**src/rtl/tmds_pkg.sv**
```systemverilog
// Shared TMDS definitions: symbol geometry, control tokens and the alignment
// FSM encoding used by the receive deserializer, encoder and decoder.
package tmds_pkg;

    localparam int SYM_W    = 10;
    localparam int HIST_W   = 2 * SYM_W;
    localparam int OFFSET_W = 4;
    localparam int PHASE_W  = 3;

    localparam logic [PHASE_W-1:0]  PHASE_LAST = 3'd4;
    localparam logic [OFFSET_W-1:0] OFFSET_MAX = 4'(SYM_W - 1);

    localparam logic [SYM_W-1:0] CTRL_TOKEN_0 = 10'b1101010100;
    localparam logic [SYM_W-1:0] CTRL_TOKEN_1 = 10'b0010101011;
    localparam logic [SYM_W-1:0] CTRL_TOKEN_2 = 10'b0101010100;
    localparam logic [SYM_W-1:0] CTRL_TOKEN_3 = 10'b1010101011;

    typedef enum logic [1:0] {
        ST_SEARCH  = 2'd0,
        ST_CONFIRM = 2'd1,
        ST_LOCKED  = 2'd2
    } align_state_e;

    // Bit-slip advances the window by one bit and wraps after the last offset.
    function automatic logic [OFFSET_W-1:0] next_offset(input logic [OFFSET_W-1:0] off);
        return (off == OFFSET_MAX) ? '0 : off + 4'd1;
    endfunction

endpackage

```
**src/rtl/tmds_token_det.sv**
```systemverilog
// Combinational TMDS control-token detector: flags any of the four
// control-period symbols.
module tmds_token_det
    import tmds_pkg::*;
(
    input  logic [SYM_W-1:0] i_sym,
    output logic             o_is_token
);

    always_comb begin
        o_is_token = (i_sym == CTRL_TOKEN_0) || (i_sym == CTRL_TOKEN_1) ||
                     (i_sym == CTRL_TOKEN_2) || (i_sym == CTRL_TOKEN_3);
    end

endmodule

```
**src/rtl/tmds_ser2par.sv**
```systemverilog
// TMDS receive deserializer: assembles 10-bit symbols from a two-bit-per-cycle
// stream and bit-slips until control tokens establish symbol alignment.
module tmds_ser2par
    import tmds_pkg::*;
#(
    parameter int SEARCH_WORDS = 64,
    parameter int LOCK_TOKENS  = 4,
    parameter int LOSS_WORDS   = 4096
) (
    input  logic                clk_5x,
    input  logic                rst,
    input  logic [1:0]          i_ser_data,
    output logic [SYM_W-1:0]    o_par_data,
    output logic                o_par_valid,
    output logic                o_locked,
    output logic [OFFSET_W-1:0] o_slip_cnt
);

    localparam int WC_W = $clog2(SEARCH_WORDS + 1);
    localparam int TC_W = $clog2(LOCK_TOKENS + 1);
    localparam int LC_W = $clog2(LOSS_WORDS + 1);

    logic [HIST_W-1:0]   hist_q,      hist_d;
    logic [PHASE_W-1:0]  phase_q,     phase_d;
    logic [OFFSET_W-1:0] offset_q,    offset_d;
    align_state_e        state_q,     state_d;
    logic [WC_W-1:0]     word_cnt_q,  word_cnt_d;
    logic [TC_W-1:0]     tok_cnt_q,   tok_cnt_d;
    logic [LC_W-1:0]     loss_cnt_q,  loss_cnt_d;
    logic [SYM_W-1:0]    par_data_q,  par_data_d;
    logic                par_valid_q, par_valid_d;
    logic                locked_q,    locked_d;

    logic [SYM_W-1:0]    word;
    logic                is_token;
    logic                extract;

    tmds_token_det u_token_det (
        .i_sym      (word),
        .o_is_token (is_token)
    );

    // Newest pair enters at the top, so time runs upward through hist_q.
    always_comb begin
        hist_d  = {i_ser_data[1], i_ser_data[0], hist_q[HIST_W-1:2]};
        phase_d = (phase_q == PHASE_LAST) ? '0 : phase_q + 3'd1;
        extract = (phase_q == PHASE_LAST);
        word    = '0;
        for (int i = 0; i < SYM_W; i++) begin
            if (offset_q == OFFSET_W'(i)) begin
                word = hist_q[i +: SYM_W];
            end
        end
    end

    // NOTE: every signal written here gets a default first, so no path can
    // leave one unassigned and infer a latch.
    always_comb begin
        state_d     = state_q;
        offset_d    = offset_q;
        word_cnt_d  = word_cnt_q;
        tok_cnt_d   = tok_cnt_q;
        loss_cnt_d  = loss_cnt_q;
        par_data_d  = par_data_q;
        par_valid_d = 1'b0;

        if (extract) begin
            par_data_d  = word;
            par_valid_d = 1'b1;
            unique case (state_q)
                ST_SEARCH: begin
                    if (is_token) begin
                        state_d   = ST_CONFIRM;
                        tok_cnt_d = TC_W'(1);
                    end else if (word_cnt_q == WC_W'(SEARCH_WORDS - 1)) begin
                        offset_d   = next_offset(offset_q);
                        word_cnt_d = '0;
                    end else begin
                        word_cnt_d = word_cnt_q + WC_W'(1);
                    end
                end
                ST_CONFIRM: begin
                    if (is_token) begin
                        tok_cnt_d = tok_cnt_q + TC_W'(1);
                        if (tok_cnt_q == TC_W'(LOCK_TOKENS - 1)) begin
                            state_d    = ST_LOCKED;
                            loss_cnt_d = '0;
                        end
                    end else begin
                        state_d    = ST_SEARCH;
                        word_cnt_d = '0;
                    end
                end
                ST_LOCKED: begin
                    if (is_token) begin
                        loss_cnt_d = '0;
                    end else if (loss_cnt_q == LC_W'(LOSS_WORDS - 1)) begin
                        state_d    = ST_SEARCH;
                        word_cnt_d = '0;
                        loss_cnt_d = '0;
                    end else begin
                        loss_cnt_d = loss_cnt_q + LC_W'(1);
                    end
                end
                default: begin
                    state_d = ST_SEARCH;
                end
            endcase
        end

        locked_d = (state_d == ST_LOCKED);
    end

    // NOTE: state registers use non-blocking assignment so every flop samples
    // the pre-edge values computed above.
    always_ff @(posedge clk_5x or posedge rst) begin
        if (rst) begin
            hist_q      <= '0;
            phase_q     <= '0;
            offset_q    <= '0;
            state_q     <= ST_SEARCH;
            word_cnt_q  <= '0;
            tok_cnt_q   <= '0;
            loss_cnt_q  <= '0;
            par_data_q  <= '0;
            par_valid_q <= 1'b0;
            locked_q    <= 1'b0;
        end else begin
            hist_q      <= hist_d;
            phase_q     <= phase_d;
            offset_q    <= offset_d;
            state_q     <= state_d;
            word_cnt_q  <= word_cnt_d;
            tok_cnt_q   <= tok_cnt_d;
            loss_cnt_q  <= loss_cnt_d;
            par_data_q  <= par_data_d;
            par_valid_q <= par_valid_d;
            locked_q    <= locked_d;
        end
    end

    assign o_par_data  = par_data_q;
    assign o_par_valid = par_valid_q;
    assign o_locked    = locked_q;
    assign o_slip_cnt  = offset_q;

endmodule
```
**config.mk**
```make
export PLATFORM = sky130hd
export DESIGN_NAME = tmds_ser2par
export DESIGN_NICKNAME = d
export VERILOG_FILES = /design/src/rtl/tmds_pkg.sv /design/src/rtl/tmds_token_det.sv /design/src/rtl/tmds_ser2par.sv
export SDC_FILE = /design/constraint.sdc
export NUM_CORES = 1
export LEC_CHECK = 0
export CAP_MARGIN = 30
export CELL_PAD_IN_SITES_DETAIL_PLACEMENT = 1
export CELL_PAD_IN_SITES_GLOBAL_PLACEMENT = 1
export CORE_ASPECT_RATIO = 0.75
export CORE_MARGIN = 2
export CORE_UTILIZATION = 45
export CTS_BUF_LIST = sky130_fd_sc_hd__clkbuf_16
export CTS_CLUSTER_DIAMETER = 120
export CTS_CLUSTER_SIZE = 24
export DETAILED_ROUTE_END_ITERATION = 6
export GPL_ROUTABILITY_DRIVEN = 0
export PLACE_DENSITY_LB_ADDON = 0.1
export SKIP_CTS_REPAIR_TIMING = 1
export SLEW_MARGIN = 10
export SYNTH_ARGS = -nofsm -noshare
export SYNTH_HDL_FRONTEND = slang
export SYNTH_HIERARCHICAL = 1
export SYNTH_SLANG_ARGS = --single-unit
export TNS_END_PERCENT = 100
```
**constraint.sdc**
```tcl
create_clock -name clk_5x -period 3.65 [get_ports clk_5x]
set_clock_uncertainty 0.15 [all_clocks]
set_input_delay 0.73 -clock clk_5x [delete_from_list [all_inputs] [get_ports clk_5x]]
set_output_delay 0.73 -clock clk_5x [all_outputs]
set_load 0.1 [all_outputs]
```
======== Yosys cells after proc, flatten, opt, wreduce, memory -nomap -nowiden ========
Cells that the tools add are included.
operators by class
  $add $sub $neg .......................... 5
  eq/ne operators ......................... 27
  muxes and demuxes ....................... 34
  bitwise operators ....................... 1
  reductions and logical operators ........ 12
operator list
  operator               count
  $mux 10                10
  $mux 13                4
  $mux 7                 5
  $pmux 13 s2            1
  $pmux 7 s3             1
  $eq 10x10->1 const B   2
  $eq 4x3->1 const B     4
  $ne 2x2->1 const B     7
  $add 13x1->13 const B  1
  $eq 13x12->1 const B   1
  $mux 2                 6
  $reduce_and 4->1       3
  $eq 10x8->1 const B    1
  $eq 10x9->1 const B    1
  $mux 3                 3
  $eq 4x2->1 const B     2
  $eq 4x4->1 const B     2
  $add 7x1->7 const B    1
  $eq 7x6->1 const B     1
  $add 3x1->3 const B    2
  $pmux 2 s3             1
  $pmux 3 s2             1
  $reduce_and 6->1       1
  $add 4x1->4 const B    1
  other kinds (13)       17
word-level totals
  register bits ........................... 64
  input port bits ......................... 4
  output and inout port bits .............. 16
  word-level logic and storage cells ...... 89

======== Longest topological paths before layout ========
Gate-level depths: netlist of the first run.
  word-level depth ........................ 19
  gate-level depth with buffers ........... 16
  mapped depth without buffers ............ 13

======== By module ========
The synthesis of the first run kept the hierarchy.
by module, submodules not included
  module          times used  cells each  area each (µm²)  seq. area each (µm²)
  tmds_ser2par    1           393         3788.6           1601.5
  tmds_token_det  1           7           57.6             0.0

======== Worst setup path before layout of the first run ========
Ideal clock, no wire load.
  path kind ............................... flip-flop to flip-flop
  from .................................... register offset_q[0], in the netlist o_slip_cnt[0]
  to ...................................... register word_cnt_q[0]
  library setup time ...................... 0.125 ns
  arrival time ............................ 3.655 ns
  data required time ...................... 3.375 ns
  path slack .............................. -0.280 ns
  stages on the path, launching flop included .. 14
  path buffers ............................ 4
  clock period less this slack ............ 3.930 ns
  cell sequence ........................... dfrtp_1 > buf_4 > buf_2 > buf_2 > o221ai_1 > a211oi_1 > and4b_2 > nand4b_1 > o21ai_1 > clkbuf_1 > o21ai_0 > nand3b_1 > nand2b_2 > mux2_2
on the way
  word-level cells in the longest chain between the ends .. 17
  elaborated cells between the ends (all ways) .. 31
  those cells by class .................... eq/ne: 16; mux: 10; reduce/logical: 5
RTL lines
  what                                         RTL line              text
  start, declared                              tmds_ser2par.sv:25    logic [OFFSET_W-1:0] offset_q, offset_d;
  start signal, assigned                       tmds_ser2par.sv:131   offset_q <= offset_d;
  $logic_not 4->1                              tmds_ser2par.sv:50    if (offset_q == OFFSET_W'(i)) begin
  $mux 10 (9 in a row)                         tmds_ser2par.sv:50
  $mux 10 *                                    tmds_ser2par.sv:50
  via word[8]                                  tmds_ser2par.sv:34    logic [SYM_W-1:0] word;
  $eq 10x10->1 or $eq 10x8->1 (tied branches)  tmds_token_det.sv:11  o_is_token = (i_sym == CTRL_TOKEN_0) || (i_sym == CTRL_TOKEN_1) ||
  $logic_or 1x1->1 (2 in a row)                tmds_token_det.sv:11
  $logic_or 1x1->1 *                           tmds_token_det.sv:12  (i_sym == CTRL_TOKEN_2) || (i_sym == CTRL_TOKEN_3);
  via is_token                                 tmds_ser2par.sv:35    logic is_token;
  $ne 2x2->1 (no line)                         --
  $reduce_and 6->1 (no line) *                 --
  end signal, assigned                         tmds_ser2par.sv:133   word_cnt_q <= word_cnt_d;
  end, declared                                tmds_ser2par.sv:27    logic [WC_W-1:0] word_cnt_q, word_cnt_d;
Mark *: on every way through the listed nets, which the timed path passes. The rest lies on a longest branch.
A chain may end at the register's enable or synchronous reset.

======== Worst setup path in the final report of the first run ========
  from .................................... register offset_q[0], in the netlist o_slip_cnt[0]
  to ...................................... register loss_cnt_q[3]
on the way
  word-level cells in the longest chain between the ends .. 17
  elaborated cells between the ends (all ways) .. 31
  those cells by class .................... eq/ne: 14; mux: 12; reduce/logical: 5
RTL lines
  what                                                       RTL line              text
  $logic_not 4->1                                            tmds_ser2par.sv:50
  $mux 10 (9 in a row)                                       tmds_ser2par.sv:50
  $mux 10 *                                                  tmds_ser2par.sv:50
  via word[8]                                                tmds_ser2par.sv:34
  $eq 10x10->1 or $eq 10x8->1 (tied branches)                tmds_token_det.sv:11
  $logic_or 1x1->1 (2 in a row)                              tmds_token_det.sv:11
  $logic_or 1x1->1 *                                         tmds_token_det.sv:12
  via is_token                                               tmds_ser2par.sv:35
  $ne 2x2->1 (no line) or $mux 13 (tied branches)            --
  $reduce_and 4->1 (no line) or $pmux 13 s2 (tied branches)  --
  end signal, assigned                                       tmds_ser2par.sv:135   loss_cnt_q <= loss_cnt_d;
  end, declared                                              tmds_ser2par.sv:29    logic [LC_W-1:0] loss_cnt_q, loss_cnt_d;
Marked as above.

==> metrics, run 1 <==
status=finished, final reports clean; syn_nets=415; Min-Delay Path Class=flop to flop; Worst IR Drop VDD=0.2258 mV; most frequent cells in the layout=dfrtp_1 (60), o21ai_0 (38), nor2_1 (34); Initial Util=0.4589; Worst-Skew Late Latency=330 ps; DIE AREA=9310 µm²; core area=8382 µm²; Critical Path Sink Type=flop; commonest non-fill, non-tap cell in the layout=dfrtp_1; antenna viol nets, final=0; Worst Path Max Fanout=28; CTS tree=done; cts bufs inserted=9; Post-synth top flop=dfrtp_1; layout cell share with drive strength beyond 1=0.1848; Fillers=935; Layout Nets=444; worst rel slew slack=0.3454; H-tree depth=3; Synth Area per Inst=9.615 µm²; Unique masters post-synth=67; via/cell ratio=6.081; vias in the first global route=3381; fin util=0.5378; I/O Buffers=19; Area Overhead vs Synth=17.21%; Async SR Flop Fraction=1.000; count of TritonRoute iterations in the first routing pass=4; largest net degree at the start of global routing=36; Seq/Total Area, Yosys=0.4164; Switching Power=0.0005278 W; die height=84.07 µm; Worst-path clk slew=50 ps; Startpoint Class=flop; Detail Placement HPWL=7442 µm; Congestion Overflow GR=0; post-DR wirelength/cell=19.73 µm; fin area=4508 µm²; DRT iter0 DRCs=208; All-Layer GR Usage=0.2457; worst slack at placement=46.52 ps; final hold violation count=0; Non-Filler Instances=541; Seq pwr share=0.447; antenna violations before repair=0; max cap viols=0; # IOs=20; placed cell count=519; Bufs on Longest Clock Path=2; Final Setup Violations=0; Critical Path RT=3740 ps; CP Class=flop to flop; Ant. Diodes=0; chip width=110.8 µm; clock sink total=64; Vias=3290; Final Max Tran Viols=0; Clock Power Share=0.409; row cnt=29; combinational share of power=0.144; final worst path period need=3390 ps; critical path arrival=3480 ps; drt drc=0; WL final=10680 µm; net switching fraction of the power=0.2915; power density over the cells=401.6 nW/µm²; first-pass GRT wire length=18150 µm; worst setup margin=260.0 ps; Syn. warnings=6; clk root buf=clkbuf_16; worst-margin pin slew=978.9 ps; fmax=295.0 MHz; Cells after Synth=400; Final Cycle Share=0.9288; internal power=0.001283 W; synthesized cell area=3846 µm²; EDFF count, synth=0; Lkg Pwr=1.868 nW; Synth Register Bits=64; Placed Area=4160 µm²
-- stage by stage --
step | power [W] | setup TNS, ps | hold slack, ps
5_1_grt | 0.001886 | -21.26 | 222.9
6_report | 0.001810 | 0 | 208.1
4_1_cts | 0.001823 | -130.4 | 210.6
2_1_floorplan | 0.0009903 | 0 | 181.2
3_3_place_gp | 0.001065 | 0 | 195.7
3_5_place_dp | 0.001071 | 0 | 199.2
-- routing by layer --
layer	track usage	share of wire	vias to the layer above
li1	-	-	1536
met1	0.3555	0.51	1675
met2	0.3753	0.44	68
met3	0.05374	0.037	11
met4	0.06364	0.011	0
met5	0	0	-
-- flip-flops by register name, indices dropped and copies added, names as in the netlist, 2 cells and up --
signal      flops
phase_q         3
state_q         2
hist_q         20
o_slip_cnt      4
loss_cnt_q     13
o_par_data     10
word_cnt_q      7
tok_cnt_q       3
-- cell type report --
class,count,area [µm²],area share
sequential,64,1607,0.3564
multi-input combinational,297,2095,0.4646
inverter,15,60.06,0.01332
clock buffer,9,225.2,0.04996
clock inverter,6,23.77,0.005273
tap,108,135.1,0.02998
timing repair buffer,42,362.8,0.08049
-- path summary, 6_finish.rpt --
path / from / end / slack [ps] / cells past startpoint
max in group asynchronous: rst / o_par_data[4] / 1930 / 3
worst min register to register: hist_q[19] / hist_q[17] / 210 / 0
worst max register to register: o_slip_cnt[0] / loss_cnt_q[3] / 260 / 13
worst max-delay path: o_slip_cnt[0] / loss_cnt_q[3] / 260 / 13
min in group asynchronous: rst / phase_q[0] / 710 / 2
worst min-delay path: hist_q[19] / hist_q[17] / 210 / 0
-- logic make-up after synthesis --
family,share of synthesized area
AO/OA/AOI/OAI,0.2134
XOR/XNOR,0.01366
adder cells (fa/ha/maj),0.03578
buffers and inverters,0.05074
flip-flops,0.4164
multiplexers,0.08750
AND/OR/NAND/NOR,0.1825
-- power groups by stage --
stage / clock network [W] / logic [W] / registers (W)
after CTS: 0.000757 / 0.000259 / 0.000807
after detailed placement: 0 / 0.000252 / 0.000818
after global placement: 0 / 0.000247 / 0.000818
after global routing: 0.000784 / 0.000286 / 0.000816
final: 0.000741 / 0.000260 / 0.000809
after floorplan: 0 / 0.000146 / 0.000844
-- cells in the mapped netlist (2+ instances only) --
| master | number | area share |
|---|---|---|
| dfrtp_1 | 64 | 0.42 |
| o21ai_0 | 38 | 0.049 |
| nor2_1 | 34 | 0.033 |
| nand2_1 | 28 | 0.027 |
| nand3_1 | 17 | 0.022 |
| buf_2 | 15 | 0.020 |
| inv_1 | 13 | 0.013 |
| mux2_2 | 13 | 0.038 |
| mux2i_1 | 13 | 0.034 |
| ha_1 | 11 | 0.036 |
| a21oi_1 | 10 | 0.013 |
| nor3_1 | 10 | 0.013 |
| nor2b_1 | 8 | 0.013 |
| a31oi_1 | 7 | 0.011 |
| nand2b_1 | 7 | 0.011 |
| nand3b_1 | 7 | 0.014 |
| o211ai_1 | 7 | 0.014 |
| o31ai_1 | 6 | 0.012 |
| a211oi_1 | 5 | 0.0098 |
| a21o_1 | 4 | 0.0078 |
| and3_1 | 4 | 0.0065 |
| clkbuf_1 | 4 | 0.0039 |
| o21a_1 | 4 | 0.0078 |
| o22ai_1 | 4 | 0.0065 |
| xor2_1 | 4 | 0.0091 |
| a211o_1 | 3 | 0.0068 |
| buf_6 | 3 | 0.0088 |
| o2111ai_1 | 3 | 0.0068 |
| o221ai_1 | 3 | 0.0068 |
| a2111oi_2 | 2 | 0.0078 |
| a21boi_0 | 2 | 0.0039 |
| a222oi_1 | 2 | 0.0052 |
| a32oi_1 | 2 | 0.0046 |
| a41oi_1 | 2 | 0.0046 |
| buf_4 | 2 | 0.0039 |
| mux4_2 | 2 | 0.012 |
| o21bai_1 | 2 | 0.0039 |
| o311ai_0 | 2 | 0.0046 |
| o31a_1 | 2 | 0.0046 |
| o41ai_1 | 2 | 0.0046 |
| or3_1 | 2 | 0.0033 |
| xnor2_1 | 2 | 0.0046 |
-- worst max-delay path, stage by stage (launching register included) --
cell and delay (ps):
dfrtp_2 480, buf_12 210, mux2i_1 310, a21oi_1 110, o221ai_1 240, a211oi_2 160
nor4b_2 290, nand3b_1 130, o21ai_2 210, nand3_2 140, a21o_1 190, nand2b_1 180
o21bai_2 260, o31ai_1 230
No activity file was read; power rests on OpenSTA's default activity.
==> run 2: changes to the inputs <==
--- a/config.mk
+++ b/config.mk
@@ -8,7 +8,6 @@
 export CAP_MARGIN = 30
 export CELL_PAD_IN_SITES_DETAIL_PLACEMENT = 1
 export CELL_PAD_IN_SITES_GLOBAL_PLACEMENT = 1
-export CORE_ASPECT_RATIO = 0.75
 export CORE_MARGIN = 2
 export CORE_UTILIZATION = 45
 export CTS_BUF_LIST = sky130_fd_sc_hd__clkbuf_16
==> metrics, run 2 (same netlist as run 1, synthesis figures left out) <==
Area Overhead vs Synth=19.19%; final hold violation count=0 (unchanged); Min-Delay Path Class=flop to flop; grt met1 use=0.3029 (-0.05260); fmax=288.2 MHz (-2.3%); row cnt=33 (+14%); Bufs on Longest Clock Path=2 (unchanged); Worst Path Max Fanout=27 (-3.6%); Placed Area=4189 µm² (+0.69%); Final Cycle Share=0.9507 (+0.02193); critical path arrival=3540 ps (+60 ps); I/O Buffers=19 (unchanged); CP Class=flop to flop; first-pass GRT wire length=17530 µm (-3.4%); via/cell ratio=6.098 (+0.27%); clock sink total=64 (unchanged); Initial Util=0.4658 (+0.006883); most frequent cells in the layout=dfrtp_1 (60), o21ai_0 (38), nor2_1 (34); most used routing layer=met2; drt drc=0 (unchanged); worst-margin pin slew=989.9 ps (+10.95 ps); CTS tree=done; die height=96.45 µm (+15%); Final Setup Violations=0 (unchanged); register area=1607 µm² (unchanged); largest net degree at the start of global routing=40 (+11%); area taken by multi-input logic gates=2091 µm² (-0.18%); Critical Path Sink Type=flop; Worst IR Drop VDD=0.2455 mV (+8.7%); Worst-path clk slew=60 ps (about the same); Startpoint Class=flop; critical-path cell list=buf_12, o311ai_0, o2111ai_1, o221ai_1, nor4b_2, nand3b_1, o21ai_2, nand3_2, a21o_1, nand2b_1, o21bai_1, o31ai_1; CP peak stage delay=510 ps (+30 ps); Tot Pwr=0.001952 W (+7.8%); DRT iter0 DRCs=112 (-46%); count of TritonRoute iterations in the first routing pass=5 (+1); met2 usage=0.4497 (+0.07430); Lkg Pwr=1.894 nW (+1.4%); Ant. Diodes=0 (unchanged); Layout Nets=447 (+0.68%); antenna violations before repair=0 (unchanged); chip width=96.45 µm (-13%); met3 usage=0.04500 (-0.008744); power density over the cells=425.8 nW/µm² (+6.0%); vias in the first global route=3441 (+1.8%); clk root buf=clkbuf_16; CP delay by family, top=compound AO/OA/AOI/OAI gates; Congestion Overflow GR=0 (unchanged); Setup TNS=0 ps (unchanged); max FFs per register=20 (unchanged); Worst-Skew Late Latency=320 ps (about the same); antenna viol nets, final=0 (unchanged); Final Max Tran Viols=0 (unchanged); max cap viols=0 (unchanged); DIE AREA=9303 µm² (about the same); CP max-delay cell=dfrtp_2; Fillers=958 (+2.5%); Buffers & Inverters on Critical Path=1 (unchanged); H-tree depth=3 (unchanged); # IOs=20 (unchanged); layout cell share with drive strength beyond 1=0.1904 (+0.005609); Detail Placement HPWL=7656 µm (+2.9%); final worst path period need=3470 ps (+80.03 ps); post-DR wirelength/cell=19.95 µm (+1.1%); worst slack at placement=76.49 ps (+29.97 ps); Critical Path RT=3720 ps (-20 ps); Most flops, register=hist_q; cts bufs inserted=9 (unchanged); WL final=10790 µm (+1.1%); worst setup margin=180.0 ps (-80.03 ps); status=finished, final reports clean; RSZ-0062 raised after global routing=no; commonest non-fill, non-tap cell in the layout=dfrtp_1; Vias=3299 (+0.27%); worst rel slew slack=0.3380 (-0.007325); fin area=4584 µm² (+1.7%); All-Layer GR Usage=0.2515 (+0.005838); core area=8258 µm² (-1.5%)
-- run 2: layer usage --
metal,up-vias,part of all wire
li1,1550,-
met1,1673,0.43
met2,54,0.52
met3,22,0.024
met4,0,0.025
met5,-,0
-- run 2: worst paths after layout --
path / start / endpoint / slack (ps) / cells after the start
worst max register to register: o_slip_cnt[1] / loss_cnt_q[6] / 180 / 12
worst min-delay path: hist_q[19] / hist_q[17] / 210 / 0
worst min register to register: hist_q[19] / hist_q[17] / 210 / 0
worst max-delay path: o_slip_cnt[1] / loss_cnt_q[6] / 180 / 12
min in group asynchronous: rst / loss_cnt_q[7] / 610 / 2
max in group asynchronous: rst / o_slip_cnt[2] / 2020 / 3
-- run 2: through the flow --
stage	util	cells	hold slack, ps
2_1_floorplan	-	400	181.2
3_3_place_gp	0.5073	519	190.3
3_5_place_dp	0.5073	519	190.3
4_1_cts	0.5438	534	208.6
5_1_grt	0.5552	541	226.5
6_report	0.5552	541	214.6
-- run 2: area by class of cell --
cell class | count | share of cell area
clock inverter | 6 | 0.01665
inverter | 15 | 0.01228
timing repair buffer | 45 | 0.08679
tap | 105 | 0.02866
sequential | 64 | 0.3504
clock buffer | 9 | 0.04913
multi-input combinational | 297 | 0.4561
-- run 2: power by group --
group	internal (W)	switching (W)	total (W)
combinational	0.0000898	0.000170	0.000260
clock	0.000585	0.000299	0.000884
sequential	0.000752	0.0000567	0.000809
-- run 2: worst register-to-register path: cells and delay by family (launching register included) --
family | cells | cell delay, ps
AND/OR/NAND/NOR | 4 | 730
AO/OA/AOI/OAI | 7 | 1760
buffers and inverters | 1 | 210
flip-flops | 1 | 510
